--- config.mk ---
export PLATFORM = sky130hd
export DESIGN_NAME = wd_mfm_encoder_flat
export DESIGN_NICKNAME = d
export VERILOG_FILES = /design/src/rtl/wd_mfm_pkg.sv /design/src/rtl/wd_mfm_encoder_if.sv /design/src/rtl/wd_mfm_cell_shifter.sv /design/src/rtl/wd_mfm_encoder.sv /design/src/flat_wrapper.sv
export SDC_FILE = /design/constraint.sdc
export NUM_CORES = 1
export LEC_CHECK = 0
export CORE_ASPECT_RATIO = 0.5
export CORE_MARGIN = 2
export CORE_UTILIZATION = 58
export CTS_CLUSTER_SIZE = 30
export DETAILED_ROUTE_END_ITERATION = 6
export GPL_TIMING_DRIVEN = 0
export PLACE_DENSITY = 0.79
export SLEW_MARGIN = 30
export SYNTH_ARGS = -nofsm -noshare
export SYNTH_HDL_FRONTEND = slang
export SYNTH_HIERARCHICAL = 1
export SYNTH_SLANG_ARGS = --single-unit
--- constraint.sdc ---
create_clock -name clk_50 -period 2.9 [get_ports clk_50]
set_input_delay 0.58 -clock clk_50 [delete_from_list [all_inputs] [get_ports clk_50]]
set_output_delay 0.58 -clock clk_50 [all_outputs]
set_load 0.03 [all_outputs]
--- src/rtl/wd_mfm_pkg.sv ---
// Shared constants, FSM state encoding and the MFM byte encoder used by the
// write-side encoder.
package wd_mfm_pkg;

    localparam logic [15:0] MFM_SYNC_A1   = 16'h4489;
    localparam int          CLKS_PER_BYTE = 80;

    typedef enum logic [2:0] {
        ST_IDLE     = 3'd0,
        ST_PREAMBLE = 3'd1,
        ST_SYNC     = 3'd2,
        ST_MARK     = 3'd3,
        ST_DATA     = 3'd4,
        ST_POST     = 3'd5
    } state_t;

    typedef struct packed {
        logic [15:0] cells;
        logic        prev;
    } mfm_word_t;

    // Each data bit becomes {clock, data}; the clock cell is set only between two zeros.
    function automatic mfm_word_t mfm_encode(input logic [7:0] data, input logic prev_bit);
        mfm_word_t r;
        logic      p;
        p       = prev_bit;
        r.cells = '0;
        for (int i = 7; i >= 0; i--) begin
            r.cells[2*i+1] = ~data[i] & ~p;
            r.cells[2*i]   = data[i];
            p              = data[i];
        end
        r.prev = p;
        return r;
    endfunction

endpackage

--- src/rtl/wd_mfm_encoder_if.sv ---
// Host/drive-side signal bundle of the MFM write encoder.
interface wd_mfm_encoder_if;
    logic       start;
    logic [7:0] data_in;
    logic       tx_valid;
    logic       tx_ready;
    logic       mfm_out;
    logic       write_gate;
    logic       busy;
    logic       status_led;

    modport master (
        output start, data_in, tx_valid,
        input  tx_ready, mfm_out, write_gate, busy, status_led
    );

    modport slave (
        input  start, data_in, tx_valid,
        output tx_ready, mfm_out, write_gate, busy, status_led
    );
endinterface

--- src/rtl/wd_mfm_cell_shifter.sv ---
// Cell timing, 16-cell shift register and write-pulse shaping; flags the last
// clock of each byte so the controller can reload the next cell word.
module wd_mfm_cell_shifter #(
    parameter int CELL_CLKS = 5,
    parameter int CELL_HI   = 2
) (
    input  logic        i_clk,
    input  logic        i_rst_n,
    input  logic        i_run,
    input  logic        i_load,
    input  logic [15:0] i_word,
    output logic        o_boundary,
    output logic        o_mfm
);
    localparam int CW = $clog2(CELL_CLKS + 1);

    logic [CW-1:0] r_cell_cnt;
    logic [3:0]    r_cell_idx;
    logic [15:0]   r_shift;
    logic          w_cell_end;

    assign w_cell_end = (r_cell_cnt == CW'(CELL_CLKS - 1));
    assign o_boundary = i_run & w_cell_end & (r_cell_idx == 4'd15);
    assign o_mfm      = i_run & r_shift[15] & (r_cell_cnt < CW'(CELL_HI));

    // A load restarts cell 0 on the very next clock, so it overrides running.
    always_ff @(posedge i_clk or negedge i_rst_n) begin
        if (!i_rst_n) begin
            r_cell_cnt <= '0;
            r_cell_idx <= '0;
            r_shift    <= '0;
        end else if (i_load) begin
            r_cell_cnt <= '0;
            r_cell_idx <= '0;
            r_shift    <= i_word;
        end else if (!i_run) begin
            r_cell_cnt <= '0;
            r_cell_idx <= '0;
            r_shift    <= '0;
        end else if (w_cell_end) begin
            r_cell_cnt <= '0;
            r_cell_idx <= r_cell_idx + 4'd1;
            r_shift    <= {r_shift[14:0], 1'b0};
        end else begin
            r_cell_cnt <= r_cell_cnt + CW'(1);
        end
    end
endmodule

--- src/rtl/wd_mfm_encoder.sv ---
// MFM write encoder: preamble, A1 sync, mark, host payload and one postamble
// byte per start pulse, with write_gate covering the whole frame.
module wd_mfm_encoder
    import wd_mfm_pkg::*;
#(
    parameter int         CELL_CLKS    = 5,
    parameter int         CELL_HI      = 2,
    parameter int         PREAMBLE_LEN = 12,
    parameter logic [7:0] MARK_VAL     = 8'hFE
) (
    input  logic              clk_50,
    input  logic              reset,
    wd_mfm_encoder_if.slave   bus
);
    // state     | meaning
    // IDLE      | waiting for start, prev_bit held at 0
    // PREAMBLE  | sending PREAMBLE_LEN bytes of 0x00
    // SYNC      | sending A1 with missing clock (4489)
    // MARK      | sending MARK_VAL
    // DATA      | sending host payload bytes
    // POST      | sending one 0x00 postamble byte

    state_t      r_state;
    logic [7:0]  r_byte_cnt;
    logic        r_prev_bit;
    logic        r_write_gate;
    logic        r_busy;
    logic        r_status_led;

    logic        w_boundary;
    logic        w_mfm;
    logic        w_load;
    logic [15:0] w_word;
    logic        w_take;
    mfm_word_t   w_enc_data;
    mfm_word_t   w_enc_zero;
    mfm_word_t   w_enc_mark;
    mfm_word_t   w_enc_first;

    assign w_enc_data  = mfm_encode(bus.data_in, r_prev_bit);
    assign w_enc_zero  = mfm_encode(8'h00, r_prev_bit);
    assign w_enc_mark  = mfm_encode(MARK_VAL, r_prev_bit);
    assign w_enc_first = mfm_encode(8'h00, 1'b0);

    assign w_take = ((r_state == ST_MARK) || (r_state == ST_DATA)) & w_boundary & bus.tx_valid;

    always_comb begin
        w_load = 1'b0;
        w_word = w_enc_zero.cells;
        case (r_state)
            ST_IDLE: begin
                w_load = bus.start;
                w_word = w_enc_first.cells;
            end
            ST_PREAMBLE: begin
                w_load = w_boundary;
                w_word = (r_byte_cnt == 8'd0) ? MFM_SYNC_A1 : w_enc_zero.cells;
            end
            ST_SYNC: begin
                w_load = w_boundary;
                w_word = w_enc_mark.cells;
            end
            ST_MARK, ST_DATA: begin
                w_load = w_boundary;
                w_word = bus.tx_valid ? w_enc_data.cells : w_enc_zero.cells;
            end
            default: begin
                w_load = 1'b0;
            end
        endcase
    end

    always_ff @(posedge clk_50 or negedge reset) begin
        if (!reset) begin
            r_state      <= ST_IDLE;
            r_byte_cnt   <= '0;
            r_prev_bit   <= 1'b0;
            r_write_gate <= 1'b0;
            r_busy       <= 1'b0;
            r_status_led <= 1'b1;
        end else begin
            case (r_state)
                ST_IDLE: begin
                    r_prev_bit <= 1'b0;
                    if (bus.start) begin
                        r_state      <= ST_PREAMBLE;
                        r_byte_cnt   <= 8'(PREAMBLE_LEN - 1);
                        r_write_gate <= 1'b1;
                        r_busy       <= 1'b1;
                        r_status_led <= 1'b0;
                    end
                end
                ST_PREAMBLE: begin
                    if (w_boundary) begin
                        if (r_byte_cnt == 8'd0) begin
                            r_state    <= ST_SYNC;
                            r_prev_bit <= 1'b1;
                        end else begin
                            r_byte_cnt <= r_byte_cnt - 8'd1;
                            r_prev_bit <= w_enc_zero.prev;
                        end
                    end
                end
                ST_SYNC: begin
                    if (w_boundary) begin
                        r_state    <= ST_MARK;
                        r_prev_bit <= w_enc_mark.prev;
                    end
                end
                ST_MARK, ST_DATA: begin
                    if (w_boundary) begin
                        if (bus.tx_valid) begin
                            r_state    <= ST_DATA;
                            r_prev_bit <= w_enc_data.prev;
                        end else begin
                            r_state    <= ST_POST;
                            r_prev_bit <= w_enc_zero.prev;
                        end
                    end
                end
                ST_POST: begin
                    if (w_boundary) begin
                        r_state      <= ST_IDLE;
                        r_write_gate <= 1'b0;
                        r_busy       <= 1'b0;
                        r_status_led <= 1'b1;
                    end
                end
                default: r_state <= ST_IDLE;
            endcase
        end
    end

    wd_mfm_cell_shifter #(
        .CELL_CLKS (CELL_CLKS),
        .CELL_HI   (CELL_HI)
    ) u_shifter (
        .i_clk      (clk_50),
        .i_rst_n    (reset),
        .i_run      (r_busy),
        .i_load     (w_load),
        .i_word     (w_word),
        .o_boundary (w_boundary),
        .o_mfm      (w_mfm)
    );

    assign bus.tx_ready   = w_take;
    assign bus.mfm_out    = w_mfm;
    assign bus.write_gate = r_write_gate;
    assign bus.busy       = r_busy;
    assign bus.status_led = r_status_led;
endmodule

--- src/flat_wrapper.sv ---
// flat-port wrapper written by rule: the top's interface ports become plain ports
module wd_mfm_encoder_flat import wd_mfm_pkg::*;
#(
    parameter int         CELL_CLKS    = 5,
    parameter int         CELL_HI      = 2,
    parameter int         PREAMBLE_LEN = 12,
    parameter logic [7:0] MARK_VAL     = 8'hFE
)
  (clk_50, reset, bus_start, bus_data_in, bus_tx_valid, bus_tx_ready, bus_mfm_out, bus_write_gate, bus_busy, bus_status_led);
  wd_mfm_encoder_if bus_i ();
  input  logic clk_50;
  input  logic reset;
  input wire logic [$bits(bus_i.start)-1:0] bus_start;
  input wire logic [$bits(bus_i.data_in)-1:0] bus_data_in;
  input wire logic [$bits(bus_i.tx_valid)-1:0] bus_tx_valid;
  output wire logic [$bits(bus_i.tx_ready)-1:0] bus_tx_ready;
  output wire logic [$bits(bus_i.mfm_out)-1:0] bus_mfm_out;
  output wire logic [$bits(bus_i.write_gate)-1:0] bus_write_gate;
  output wire logic [$bits(bus_i.busy)-1:0] bus_busy;
  output wire logic [$bits(bus_i.status_led)-1:0] bus_status_led;
  assign bus_i.start = bus_start;
  assign bus_i.data_in = bus_data_in;
  assign bus_i.tx_valid = bus_tx_valid;
  assign bus_tx_ready = bus_i.tx_ready;
  assign bus_mfm_out = bus_i.mfm_out;
  assign bus_write_gate = bus_i.write_gate;
  assign bus_busy = bus_i.busy;
  assign bus_status_led = bus_i.status_led;
  wd_mfm_encoder #(.CELL_CLKS(CELL_CLKS), .CELL_HI(CELL_HI), .PREAMBLE_LEN(PREAMBLE_LEN), .MARK_VAL(MARK_VAL)) u_core (.clk_50(clk_50), .reset(reset), .bus(bus_i));
endmodule
==> flow_summary.json <==
{
  "ys_ff_latch": 37,
  "ys_async_sr_fraction_pct": 100.0,
  "clkTransAtPathRegs_ns": 0.08,
  "hold_viol": 0,
  "power_density_mw_per_mm2": 386.6,
  "synth_compound_area_share_pct": 25.12,
  "grt_usage_pct": 26.23,
  "endpoint_kind": "flip-flop",
  "synth-simple-area-share_pct": 21.82,
  "numCtsBuffers": 5,
  "synth_edf_count": 0,
  "cp_num_buf_inv": 5,
  "final_antenna_net_count": 0,
  "clk_latency_ns": 0.30,
  "grt_pass1_vias": 1885,
  "core_sq_mm": 0.003864,
  "worst_slack_ns": 0.1678,
  "syn-num-nets": 285,
  "dieArea_sq_mm": 0.004536,
  "routed-via-count": 2059,
  "yosysWarnings": 6,
  "fmax_ghz": 0.3660,
  "gp_congestion": 0.8676,
  "viasPerCell": 5.917,
  "die_x_um": 93.27,
  "period_needed_ns": 2.732,
  "vdd_drop_max_mv": 0.2442,
  "critPathRequiredTime_ns": 3.07,
  "crit_path_cell_trace": "inv_1, ha_1, nand3_1, nor2_1, clkbuf_4, o21ai_0, and3b_1, a21oi_2, buf_4, nor2b_2, buf_4, buf_6, a22oi_1, o21ai_0",
  "first_iter_violations": 170,
  "cts_max_level": 2,
  "dr.pass1.iters": 4,
  "synthesis.instances": 269,
  "cp_slowest_cell": "dfrtp_1",
  "tritoncts": "done",
  "ys_seq_area_share_pct": 40.12,
  "grt_pass1_wl_um": 9218,
  "syn2layout_area_growth_pct": 16.19,
  "crit_path_start_kind": "flip-flop",
  "ios": 17,
  "postCtsSetupBuffers": 0,
  "fin_crit_sh_pct": 94.22,
  "finalSetupViolCount": 0,
  "p_leak_uw": 0.001140,
  "drive_gt1_share_pct": 12.93,
  "dpl.hpwl_um": 3915,
  "layout_commonest_cell": "dfrtp_1",
  "core.rowCount": 16,
  "worstPathArrival_ns": 2.91,
  "stdcell_count": 348,
  "clockBufferDepth": 2,
  "finalNetCount": 309,
  "io_buffers": 16,
  "hold_class": "input pin to async pin",
  "synthFlopType": "dfrtp_1",
  "relSlewSlack_pct": 45.84,
  "clock_skew_ns": 0.005792,
  "overflow": 0,
  "max_stage_delay_ns": 0.40,
  "tightest_slew_ns": 0.8063,
  "drc": 0,
  "synth_xor_area_share_pct": 2.653,
  "critPathTopFamily": "buffers and inverters",
  "setup-tns-final_ns": 0,
  "antenna_found_initial": 0,
  "wirelength_um": 5508,
  "syn_area_per_cell_sq_um": 8.591,
  "synthAdderAreaFrac_pct": 2.166,
  "dp.cells": 340,
  "start_util_pct": 59.81,
  "netlist_area_sq_mm": 0.002311,
  "synth_top_family_by_area": "compound AO/OA/AOI/OAI gates",
  "fp.dieH_um": 48.64,
  "post-route-util_pct": 69.49,
  "dp_slack_ns": -0.02736,
  "slew_violations": 0,
  "grt_max_degree": 21,
  "cts_root_buffer": "clkbuf_8",
  "path_class": "flip-flop to flip-flop",
  "synth_mux_area_share_pct": 2.653,
  "diodes": 0,
  "avgRoutedWirePerCell_um": 15.83,
  "status": "finished clean",
  "path_max_fanout": 10,
  "maxCapViolCount": 0,
  "clock-sinks": 37,
  "yosysUniqueCellTypes": 52,
  "final_cell_mix": "dfrtp_1 (36), nor2_1 (29), o21ai_0 (28), nand2_1 (26)"
}
[path summary, 6_finish.rpt]
kind | startpoint | to | slack, ns | depth (start not counted)
worst max-delay path | u_core/u_shifter/r_cell_cnt[1] | u_core/u_shifter/r_shift[15] | 0.17 | 14
worst min-delay path | reset | u_core/r_state[2] | 0.23 | 1
worst max register to register | u_core/u_shifter/r_cell_cnt[1] | u_core/u_shifter/r_shift[15] | 0.17 | 14
worst min register to register | u_core/u_shifter/r_cell_cnt[0] | u_core/u_shifter/r_cell_cnt[0] | 0.46 | 1
max in group asynchronous | reset | u_core/bus.status_led | 2.12 | 2
min in group clk_50 | u_core/u_shifter/r_cell_cnt[0] | u_core/u_shifter/r_cell_cnt[0] | 0.46 | 1
[registers in the layout, indices dropped and copies added, names as in the netlist]
signal and flops:
u_core/r_prev_bit 1, u_core/u_shifter/r_cell_idx 4, u_core/u_shifter/r_shift 16, u_core/r_byte_cnt 8, u_core/r_state 3, u_core/u_shifter/r_cell_cnt 3
u_core/bus.busy 1, u_core/bus.status_led 1
[repair_timing]
action | CTS | global route
gates cloned | 0 | 0
gates resized for setup | 1 | 4
endpoints found under the setup margin | 1 | 12
pin swaps | 0 | 0
hold buffers | 0 | 0
[stage by stage]
step	hold slack, ns	instance area, sq um	power [uW]
floorplan	0.2844	2311	535.9
global placement	0.4444	2539	567.5
detailed placement	0.4526	2561	572.5
CTS	0.2421	2676	1044
global route	0.2611	2685	1071
finish	0.2336	2685	1038
[area by class of cell]
type / count / area [sq um]
fill: 302 / 1179
clock buffer: 7 / 86.33
inverter: 6 / 22.52
buffer: 19 / 108.9
clock inverter: 1 / 30.03
sequential: 37 / 927.1
timing repair buffer: 17 / 181.4
tap: 54 / 67.56
multi-input combinational: 207 / 1261
[cell families after synthesis]
logic type	Yosys count
and+or+nand+nor	102
AOI/OAI and AO/OA	89
DFF	37
buffers and inverters	25
xor gates and xnor gates	7
muxes	5
adders and majority gates	4
[power breakdown]
group          switching (uW)  internal [uW]
Sequential                  0            516
Combinational            26.1           20.3
Clock                     196            280
Total                     222            816
[layer usage]
layer	share of wire (%)	up-vias	GRT usage (%)
li1	-	1005	-
met1	47	977	37.54
met2	45	65	39.57
met3	6.5	12	6.386
met4	1.3	0	8.088
met5	0	-	0
[synthesized netlist by cell type (2+ instances only)]
library cell,instances,area (sq um)
clkbuf_1,6,22.52
or3_1,2,12.51
buf_2,7,35.03
mux2_4,2,30.03
nor2_1,29,108.9
xor2_1,6,52.55
mux2i_1,2,20.02
nor2b_1,4,25.02
o2111ai_1,2,17.52
o21ai_1,6,30.03
nand3_1,18,90.09
and2_1,2,12.51
inv_1,6,22.52
nand2b_1,5,31.28
nand4_1,3,18.77
ha_1,4,50.05
buf_4,4,30.03
a31oi_1,2,12.51
nand2_1,26,97.59
nor3_1,3,15.01
a21oi_1,19,95.09
dfrtp_1,36,900.9
a21o_1,7,52.55
a22oi_1,13,97.59
o21ai_0,28,140.1
Note: power is estimated with default switching activity, not from simulation.
